$ cat src/rtl/loom_arith_pkg.sv
// Shared helpers for the pipelined arith shifters.
// Stage count and the mask of shift bits that force a zero result.
package loom_arith_pkg;

  function automatic int shift_stages(input int w);
    int s;
    s = 0;
    for (int i = 0; i < 7; i++)
      if ((1 << i) < w) s = i + 1;
    return s;
  endfunction

  function automatic logic [63:0] zero_mask(input int w);
    logic [63:0] m;
    m = '0;
    for (int i = 0; i < 64; i++)
      if (i >= shift_stages(w) && i < w) m[i] = 1'b1;
    return m;
  endfunction

endpackage

$ cat src/rtl/arith_shli_stage.sv
// One barrel-shifter stage: elastic register with a
// conditional constant left shift applied on load.
module arith_shli_stage #(
  parameter int WIDTH = 32,
  parameter int SHIFT = 1,
  parameter int AW    = 5
) (
  input  logic             clk,
  input  logic             rst,
  input  logic             in_valid,
  input  logic [WIDTH-1:0] in_data,
  input  logic [AW-1:0]    in_amt,
  input  logic             in_zero,
  input  logic             shift_en,
  input  logic             next_load,
  output logic             load,
  output logic             valid,
  output logic [WIDTH-1:0] data,
  output logic [AW-1:0]    amt,
  output logic             zero
);

  assign load = ~valid | next_load;

  always_ff @(posedge clk or posedge rst) begin
    if (rst) begin
      valid <= 1'b0;
      data  <= '0;
      amt   <= '0;
      zero  <= 1'b0;
    end else if (load) begin
      valid <= in_valid;
      data  <= shift_en ? (in_data << SHIFT) : in_data;
      amt   <= in_amt;
      zero  <= in_zero;
    end
  end

endmodule

$ cat src/rtl/arith_shli_pipe.sv
// Pipelined logical left shift with a joined a/b handshake.
// One registered stage per shift-amount bit.
module arith_shli_pipe
  import loom_arith_pkg::*;
#(
  parameter int WIDTH = 32
) (
  input  logic             clk,
  input  logic             rst,
  input  logic             a_valid,
  output logic             a_ready,
  input  logic [WIDTH-1:0] a_data,
  input  logic             b_valid,
  output logic             b_ready,
  input  logic [WIDTH-1:0] b_data,
  output logic             result_valid,
  input  logic             result_ready,
  output logic [WIDTH-1:0] result_data
);

  localparam int STAGES = shift_stages(WIDTH);
  localparam logic [63:0] ZM = zero_mask(WIDTH);
  localparam logic [STAGES:0] WLIM = (STAGES+1)'(WIDTH);

  logic [STAGES-1:0] b_amt;
  logic              entry_zero;
  logic              in_ready;

  logic              ld  [STAGES];
  logic              nxt [STAGES];
  logic [STAGES-1:0] v, z, iv, iz, ise;
  logic [STAGES-1:0][WIDTH-1:0]  d, id;
  logic [STAGES-1:0][STAGES-1:0] am, ia;
  logic [STAGES-1:0] unused_amt;

  assign b_amt = b_data[STAGES-1:0];

  // amounts in [WIDTH, 2^STAGES) only occur for non-power-of-two widths
  assign entry_zero = (|(b_data & ZM[WIDTH-1:0]))
                    | ({1'b0, b_amt} >= WLIM);

  assign in_ready = ld[0];
  assign a_ready  = in_ready & b_valid;
  assign b_ready  = in_ready & a_valid;

  for (genvar k = 0; k < STAGES; k++) begin : g_stage
    if (k == 0) begin : g_first
      assign iv[k]  = a_valid & b_valid;
      assign id[k]  = a_data;
      assign ia[k]  = b_amt;
      assign iz[k]  = entry_zero;
      assign ise[k] = b_amt[0];
    end else begin : g_mid
      assign iv[k]  = v[k-1];
      assign id[k]  = d[k-1];
      assign ia[k]  = am[k-1];
      assign iz[k]  = z[k-1];
      assign ise[k] = am[k-1][k];
    end

    if (k == STAGES-1) begin : g_last
      assign nxt[k] = result_ready;
    end else begin : g_chain
      assign nxt[k] = ld[k+1];
    end

    arith_shli_stage #(
      .WIDTH (WIDTH),
      .SHIFT (1 << k),
      .AW    (STAGES)
    ) u_stage (
      .clk       (clk),
      .rst       (rst),
      .in_valid  (iv[k]),
      .in_data   (id[k]),
      .in_amt    (ia[k]),
      .in_zero   (iz[k]),
      .shift_en  (ise[k]),
      .next_load (nxt[k]),
      .load      (ld[k]),
      .valid     (v[k]),
      .data      (d[k]),
      .amt       (am[k]),
      .zero      (z[k])
    );
  end

  assign unused_amt   = am[STAGES-1];
  assign result_valid = v[STAGES-1];
  assign result_data  = z[STAGES-1] ? '0 : d[STAGES-1];

endmodule

$ cat config.mk
export PLATFORM = sky130hd
export DESIGN_NAME = arith_shli_pipe
export DESIGN_NICKNAME = d
export VERILOG_FILES = /design/src/rtl/loom_arith_pkg.sv /design/src/rtl/arith_shli_stage.sv /design/src/rtl/arith_shli_pipe.sv
export SDC_FILE = /design/constraint.sdc
export NUM_CORES = 1
export LEC_CHECK = 0
export CORE_UTILIZATION = 33
export CTS_CLUSTER_SIZE = 10
export DETAILED_ROUTE_END_ITERATION = 8
export GPL_TIMING_DRIVEN = 0
export PLACE_DENSITY_LB_ADDON = 0.2
export SYNTH_ARGS = -nofsm -noshare
export SYNTH_HDL_FRONTEND = slang
export SYNTH_SLANG_ARGS = --single-unit
$ cat constraint.sdc
create_clock -name clk -period 6.4 [get_ports clk]
set_input_delay 1.28 -clock clk [delete_from_list [all_inputs] [get_ports clk]]
set_output_delay 1.28 -clock clk [all_outputs]
set_load 0.01 [all_outputs]
* After elaboration in Yosys (flattened, before gate mapping)
Index checks and enable logic that the tools add are counted.
** Word-level totals
- Output and inout bits :: 35
- Bits in latches :: 0
- Memories :: 0
- Logic and storage cells :: 39
- Memory bits (writable) :: 0
- Memory bits (read-only) :: 0
- Flip-flop bits (word level) :: 190
** Operators by class
- Reductions and logical operators :: 1
- Shift operators :: 0
- $add $sub $neg :: 0
- Magnitude comparators :: 0
- Multipliers :: 0
- Div/mod/pow operators :: 0
- Equal/unequal tests :: 0
- Muxes and demuxes :: 6
- Bitwise logic cells :: 13
** Operator list (number)
- 2-to-1 mux 32 bit :: 6
- OR reduction 27 bit :: 1
- NOT 1 bit :: 5
- bitwise OR 1 bit :: 5
- bitwise AND 1 bit :: 3

* Logic depth before layout (Yosys ltp)
Gate-level depths: netlist (run 1).
- Word-level depth :: 7
- Gate-level depth with buffers :: 6

* By module
A second synthesis (run 1) with hierarchy kept.
** Second synthesis, totals
- Cell total of the unflattened synthesis :: 645
- Area, all modules :: 10273.6 sq um
** By module, submodules not included
- arith_shli_stage at g_stage[0].u_stage :: times used 1, cells each 120, sequential area each 975.9 sq um, area each 2084.5 sq um
- arith_shli_stage at g_stage[1].u_stage :: times used 1, cells each 120, sequential area each 975.9 sq um, area each 2067.0 sq um
- arith_shli_stage at g_stage[2].u_stage :: times used 1, cells each 120, sequential area each 975.9 sq um, area each 2040.7 sq um
- arith_shli_stage at g_stage[3].u_stage :: times used 1, cells each 119, sequential area each 975.9 sq um, area each 1951.9 sq um
- arith_shli_stage at g_stage[4].u_stage :: times used 1, cells each 119, sequential area each 975.9 sq um, area each 1838.0 sq um
- arith_shli_pipe :: times used 1, cells each 47, sequential area each 0.0 sq um, area each 291.5 sq um

* Worst setup path before layout (run 1)
No wires, ideal clock.
- Kind :: input-to-output
- From :: in result_ready
- To :: out a_ready
- Path slack :: 3033 ps
- Stages on the path :: 5
- Arrival :: 2087 ps
- Cell sequence :: and3b_1 buf_4 nand3_4 buf_6 and2_1
** On the way
- Longest elaborated chain between the ends :: 6
** RTL lines
- start, declared :: RTL line arith_shli_pipe.sv:17 : input logic result_ready,
- bitwise OR 1 bit (5 in a row) :: RTL line arith_shli_stage.sv:23 : assign load = ~valid | next_load;
- bitwise AND 1 bit :: RTL line arith_shli_pipe.sv:43 : assign a_ready = in_ready & b_valid;
- end, declared :: RTL line arith_shli_pipe.sv:11 : output logic a_ready,
No other way between the ends.

* Worst setup path in the final report (run 1)
- From :: in result_ready
- To :: out b_ready
** On the way
- Longest elaborated chain between the ends :: 6
** RTL lines
- bitwise OR 1 bit (5 in a row) :: RTL line arith_shli_stage.sv:23
- bitwise AND 1 bit :: RTL line arith_shli_pipe.sv:44 : assign b_ready = in_ready & a_valid;
- end, declared :: RTL line arith_shli_pipe.sv:14 : output logic b_ready,
No other way between the ends.

==> results of run 1 <==
-- layer usage --
| metal | vias to the layer above | wire (um) |
|---|---|---|
| li1 | 2909 | - |
| met1 | 2570 | 8974 |
| met2 | 132 | 8618 |
| met3 | 11 | 645 |
| met4 | 0 | 234 |
| met5 | - | 0 |
-- logic make-up (layout without fill, tap and decap cells) --
| group | after synthesis | count (layout) | share of synthesized area, % |
|---|---|---|---|
| AND/OR/NAND/NOR | 230 | 230 | 13.52 |
| flip-flops | 180 | 180 | 52.86 |
| multiplexers | 173 | 173 | 23.01 |
| AO/OA/AOI/OAI | 121 | 121 | 7.121 |
| buffers and inverters | 62 | 196 | 3.494 |
-- registers in the layout, indices dropped and copies added (netlist names) --
register / flops
g_stage.u_stage.zero: 5
g_stage.u_stage.amt: 10
g_stage.u_stage.data: 160
g_stage.u_stage.valid: 5
-- worst max path at each step --
stage,slack [ps],cells after the start,start,end
2_1_floorplan,230,1,rst,g_stage[0].u_stage.amt[1]
3_3_place_gp,-2280,2,rst,g_stage[0].u_stage.data[2]
3_5_place_dp,1850,7,result_ready,b_ready
4_1_cts,1820,7,result_ready,b_ready
5_1_grt,1730,7,result_ready,b_ready
6_report,1830,7,result_ready,b_ready
-- layout by cell type, fill, tap and decap left out, types with 2 or more instances in the layout --
master           count
o21ai_0            120
nor2b_1             34
and4b_1              2
mux2_2              34
and2_1               4
or2_2                3
nor4_1               6
mux2_4              36
clkinv_2             3
mux2_1               5
clkinv_4             3
nand3b_1             9
buf_6                4
clkbuf_1            33
inv_6                2
mux2i_1             98
nand2b_1            23
clkdlybuf4s50_1    102
dfrtp_1            180
nand3_1             32
buf_2               25
clkinvlp_4           3
nand2_1            112
clkbuf_16           17
-- layout make-up --
cell class,count,area (um^2)
flip-flops and latches,180,4504
clock buffers,20,446.7
inverters,1,11.26
repair buffers,103,1049
clock inverters,11,81.33
plain buffers,61,294.0
well taps,330,412.9
fillers,2545,14740
multi-input cells,524,3720
-- power groups by stage --
stage	registers (mW)	clock network (mW)	logic, mW
6_report	1.38	0.943	0.355
5_1_grt	1.40	1.02	0.400
4_1_cts	1.38	0.967	0.363
3_5_place_dp	1.40	0	0.362
3_3_place_gp	1.40	0	0.355
2_1_floorplan	1.35	0	0.246
-- metrics by stage --
| step | power, mW | setup TNS (ps) | cells |
|---|---|---|---|
| 6_report | 2.678 | 0 | 1230 |
| 3_3_place_gp | 1.755 | -406360 | 1198 |
| 5_1_grt | 2.814 | 0 | 1230 |
| 2_1_floorplan | 1.600 | 0 | 766 |
| 4_1_cts | 2.710 | 0 | 1230 |
| 3_5_place_dp | 1.764 | 0 | 1199 |
-- worst register-to-register path, cell delays in order (launching register included) --
cell and delay (ps):
dfrtp_1 460, and3b_1 240, buf_4 210, clkbuf_1 430, nand3_1 140, o21ai_0 90
==> reports/metrics.csv, run 1 <==
stage,metric,value,unit
critical_path,crit_family,buffers and inverters,
grt,grt_use_met3,3.209,%
route,vias,5622,
timing,rsz0062_at_grt,false,
timing,fin_crit_sh,71.40,%
critical_path,path_class,in2out,
pwr,p_seq_share,51.5,%
place,gp_congestion,0.7594,
pwr,p_int,1.969,mW
critical_path,cp_common_cell,clkdlybuf4s50_1,
route,postRouteAntennaNets,0,
critical_path,crit_path_start_kind,primary input,
route,routed_wl,18.47,mm
yosys,ys.flop_type,dfrtp_1,
floorplan,core_area,0.02525,mm^2
critical_path,r2r-start,g_stage[4].u_stage.valid,
timing,hold_viol_final,0,
status,status,finished clean,
clock_network,cts_sinks,180,
clock_network,cts_setup_buffers,0,
place,dp_hpwl,14.16,mm
critical_path,slowest_delay,600,ps
place,placed_area,0.009991,mm^2
pwr,p_leak,4.528,nW
critical_path,reg2reg_depth,5,
critical_path,crit_fanout,10,
floorplan,dieArea,0.02647,mm^2
timing,tightest_slew,655.2,ps
yosys,synthTopCellsByArea,"dfrtp_1 (53%), mux2i_1 (12%), o21ai_0 (7.0%), mux2_4 (6.3%), nand2_1 (4.9%)",
timing,setup_violations,0,
grt,antenna_found_initial,0,
critical_path,cp_cell_sequence,"clkdlybuf4s50_1, and3b_1, buf_4, nand3_4, buf_6, and2_1, clkdlybuf4s50_1",
finish,drive_above_1_share,15.00,%
grt,gr-total-overflow,0,
finish,antenna_cells,0,
route,drt_iter0_drc,204,
clock_network,cts_hold_buf,0,
hold_path,min_path_type,reg2reg,
clock_network,cts_root_buf,clkbuf_16,
floorplan,fp-row-count,58,
finish,fin_area,0.01052,mm^2
floorplan,floorplan.initialDensity,33.74,%
place,dp_slack,1845,ps
critical_path,worstPathArrival,3290,ps
hold_path,min_from,g_stage[1].u_stage.valid,
hold_path,holdPathStages,1,
critical_path,critical-path-slowest-cell,clkdlybuf4s50_1,
yosys,netlist_area,0.008522,mm^2
yosys,yosysTopAreaCellShare,52.86,%
yosys,yosys_warnings,0,
pwr,power_frac_clock,35.2,%
timing,clock_skew,10.31,ps
clock_network,clock_path_buffers,2,
floorplan,die_h,162.7,um
grt,grt_max_degree,126,
pwr,comb_power_share,13.3,%
timing,fmax,0.2188,GHz
yosys,synth_nets,835,
route,drc,0,
clock_network,cts_inserted_buffers,17,
critical_path,critPathBufInv,4,
grt,grt_util_met1,20.26,%
pwr,swShare,26.48,%
grt,top_usage_layer,met2,
place,io_buffer_count,102,
clock_network,clock_latency,430,ps
yosys,ys_async_sr_fraction,100.0,%
timing,slew-limit-headroom,56.32,%
route,routed_via_density,4.571,
critical_path,crit_path_end_kind,output pin,
clock_network,htree_levels,4,
yosys,ys_ff_latch,180,
critical_path,reg2reg_slack,4730,ps
yosys,synth_edf_count,0,
grt,use_met2,24.27,%
grt,grt_usage,15.06,%
pwr,power_density,254.6,mW/mm^2
critical_path,required,5120,ps
run,maxCapViolations,0,
finish,area_delta_synth_final,23.43,%
timing,hold_ws,449.0,ps
finish,final_util,41.65,%
clock_network,path_clk_slew,70,ps
pwr,ir_drop,140.2,uV
critical_path,rr_endpoint,g_stage[1].u_stage.data[1],
timing,setup_ws,1830,ps
timing,finalCriticalPeriod,4570,ps
yosys,yosysSeqAreaShare,52.86,%
yosys,synth_cells,766,
pwr,power.switching,0.7091,mW
hold_path,whs_endpoint,g_stage[2].u_stage.valid,
route,wl_per_cell,15.02,um
floorplan,io_pins,104,
grt,grt_pass1_vias,5722,
route,drt_first_pass_iters,5,
clock_network,cts_resized,0,
yosys,ys_types,26,
yosys,yosysMostFrequentCell,dfrtp_1,
yosys,synth_common_cells,"dfrtp_1 (180), o21ai_0 (120), nand2_1 (112)",
floorplan,fp.dieW,162.7,um
timing,maxSlewViolCount,0,
finish,nNetsFinal,957,
grt,grt_pass1_wl,30.89,mm
yosys,postSynthAreaPerCell,11.13,um^2
clock_network,cts_tree,done,
yosys,synth_area_leader_cell,dfrtp_1,
(Power assumes the default switching activity.)
==> inputs of run 2 (changes only) <==
==> constraint.sdc (replaced) <==
create_clock -name clk -period 4.6 [get_ports clk]
set_input_delay 0.92 -clock clk [delete_from_list [all_inputs] [get_ports clk]]
set_output_delay 0.92 -clock clk [all_outputs]
set_load 0.01 [all_outputs]
==> run 2 against run 1 <==
- routed wire length is 2.2% higher
- core utilization is 0.44 points higher
- largest power group unchanged
- flip-flop and latch count stayed put
- final cell count is 0.33% higher
==> reports/metrics.csv, run 2 (synthesis gave the netlist of run 1 again) <==
stage,metric,value,unit
timing,setup_ws,759.3,ps
clock_network,path_clk_slew,60,ps
floorplan,floorplan.initialDensity,33.74,%
timing,hold_viol_final,0,
grt,grt_max_degree,43,
route,vias,5598,
finish,area_delta_synth_final,24.72,%
clock_network,htree_levels,4,
critical_path,crit_fanout,10,
timing,rsz0062_at_grt,false,
clock_network,cts_sinks,180,
hold_path,min_path_type,reg2reg,
floorplan,fp.dieW,162.7,um
clock_network,cts_inserted_buffers,17,
floorplan,core_area,0.02525,mm^2
critical_path,crit_path_start_kind,primary input,
run,maxCapViolations,0,
pwr,finalPower,3.869,mW
critical_path,crit_path_end_kind,output pin,
finish,reg_top3,"g_stage.u_stage.data x160, g_stage.u_stage.amt x10",
route,drt_first_pass_iters,4,
critical_path,critical-path-slowest-cell,clkdlybuf4s50_1,
timing,tightest_slew,718.8,ps
pwr,power_density,364.0,mW/mm^2
critical_path,critPathBufInv,4,
grt,grt_pass1_wl,31.02,mm
critical_path,required,3680,ps
clock_network,cts_tree,done,
pwr,p_leak,4.576,nW
timing,fmax,0.2604,GHz
route,wl_per_cell,15.30,um
timing,fin_crit_sh,83.49,%
timing,slew-limit-headroom,51.98,%
critical_path,path_class,in2out,
timing,setup_violations,0,
floorplan,dieArea,0.02647,mm^2
critical_path,slowest_delay,580,ps
timing,clock_skew,11.22,ps
pwr,ir_drop,202.1,uV
clock_network,cts_setup_buffers,0,
grt,grt_pass1_vias,5678,
floorplan,fp-row-count,58,
grt,gr-total-overflow,0,
grt,grt_usage,15.22,%
timing,maxSlewViolCount,0,
finish,final_cell_mix,"dfrtp_1 (180), o21ai_0 (120), nand2_1 (112), clkdlybuf4s50_1 (102), mux2i_1 (98)",
clock_network,clock_latency,430,ps
finish,final_util,42.09,%
finish,antenna_cells,0,
grt,antenna_found_initial,0,
finish,nNetsFinal,960,
clock_network,cts_root_buf,clkbuf_16,
critical_path,cp_cell_sequence,"clkdlybuf4s50_1, and3b_1, buf_4, nand3_4, buf_6, and2_1, clkdlybuf4s50_1",
clock_network,clock_path_buffers,2,
finish,fill_cells,2520,
route,drc,0,
route,routed_via_density,4.536,
critical_path,worstPathArrival,2920,ps
clock_network,cts_hold_buf,0,
status,status,finished clean,
route,routed_wl,18.88,mm
clock_network,cts_resized,0,
finish,top_register,g_stage.u_stage.data,
finish,seqCellArea,0.004504,mm^2
critical_path,crit_family,buffers and inverters,
finish,largest_reg_flops,160,
place,dp_slack,783.9,ps
floorplan,die_h,162.7,um
timing,finalCriticalPeriod,3841,ps
place,gp_congestion,0.7579,
place,dp.cells,1202,
finish,drive_above_1_share,15.60,%
route,postRouteAntennaNets,0,
finish,layout_commonest_cell,dfrtp_1,
critical_path,cp_common_cell,clkdlybuf4s50_1,
place,io_buffer_count,102,
floorplan,io_pins,104,
route,drt_iter0_drc,221,
finish,multi_input_area,0.003720,mm^2
place,dp_hpwl,14.57,mm
finish,fin_cells,1234,
==> run 2: layout make-up <==
class	instances	share of cell area (%)
clock buffer	19	4.261
timing repair buffer	106	10.36
tap	330	3.885
buffer	61	2.766
inverter	1	0.07063
clock inverter	13	1.283
multi-input combinational	524	35.00
sequential	180	42.38
==> run 2: final timing paths <==
path | startpoint | endpoint | slack [ps] | cells after the start
worst max-delay path | result_ready | a_ready | 760 | 7
worst min-delay path | g_stage[1].u_stage.valid | g_stage[2].u_stage.valid | 460 | 1
worst max register to register | g_stage[4].u_stage.valid | g_stage[1].u_stage.data[0] | 2890 | 5
worst min register to register | g_stage[1].u_stage.valid | g_stage[2].u_stage.valid | 460 | 1
max in group asynchronous | rst | g_stage[1].u_stage.data[15] | 2720 | 4
min in group asynchronous | rst | g_stage[4].u_stage.data[29] | 970 | 2
==> run 2: per-layer routing <==
metal / GRT usage (%) / wire [um]
met3: 2.674 / 686
met2: 23.73 / 8571
met1: 20.93 / 9207
met5: 0 / 0
met4: 6.032 / 411
==> run 2: through the flow <==
| stage | area [um^2] | hold WS [ps] | setup TNS (ps) |
|---|---|---|---|
| floorplan | 8526 | 430.9 | 0 |
| global placement | 9960 | 437.2 | -22840 |
| detailed placement | 10040 | 450.3 | 0 |
| CTS | 10630 | 465.1 | 0 |
| global route | 10630 | 491.0 | 0 |
| finish | 10630 | 460.1 | 0 |
==> run 2: power breakdown <==
group          switching (mW)  total, mW  internal [mW]
logic                   0.231      0.500          0.269
registers               0.150       1.92           1.77
clock network           0.656       1.45          0.794
total                    1.04       3.87           2.83
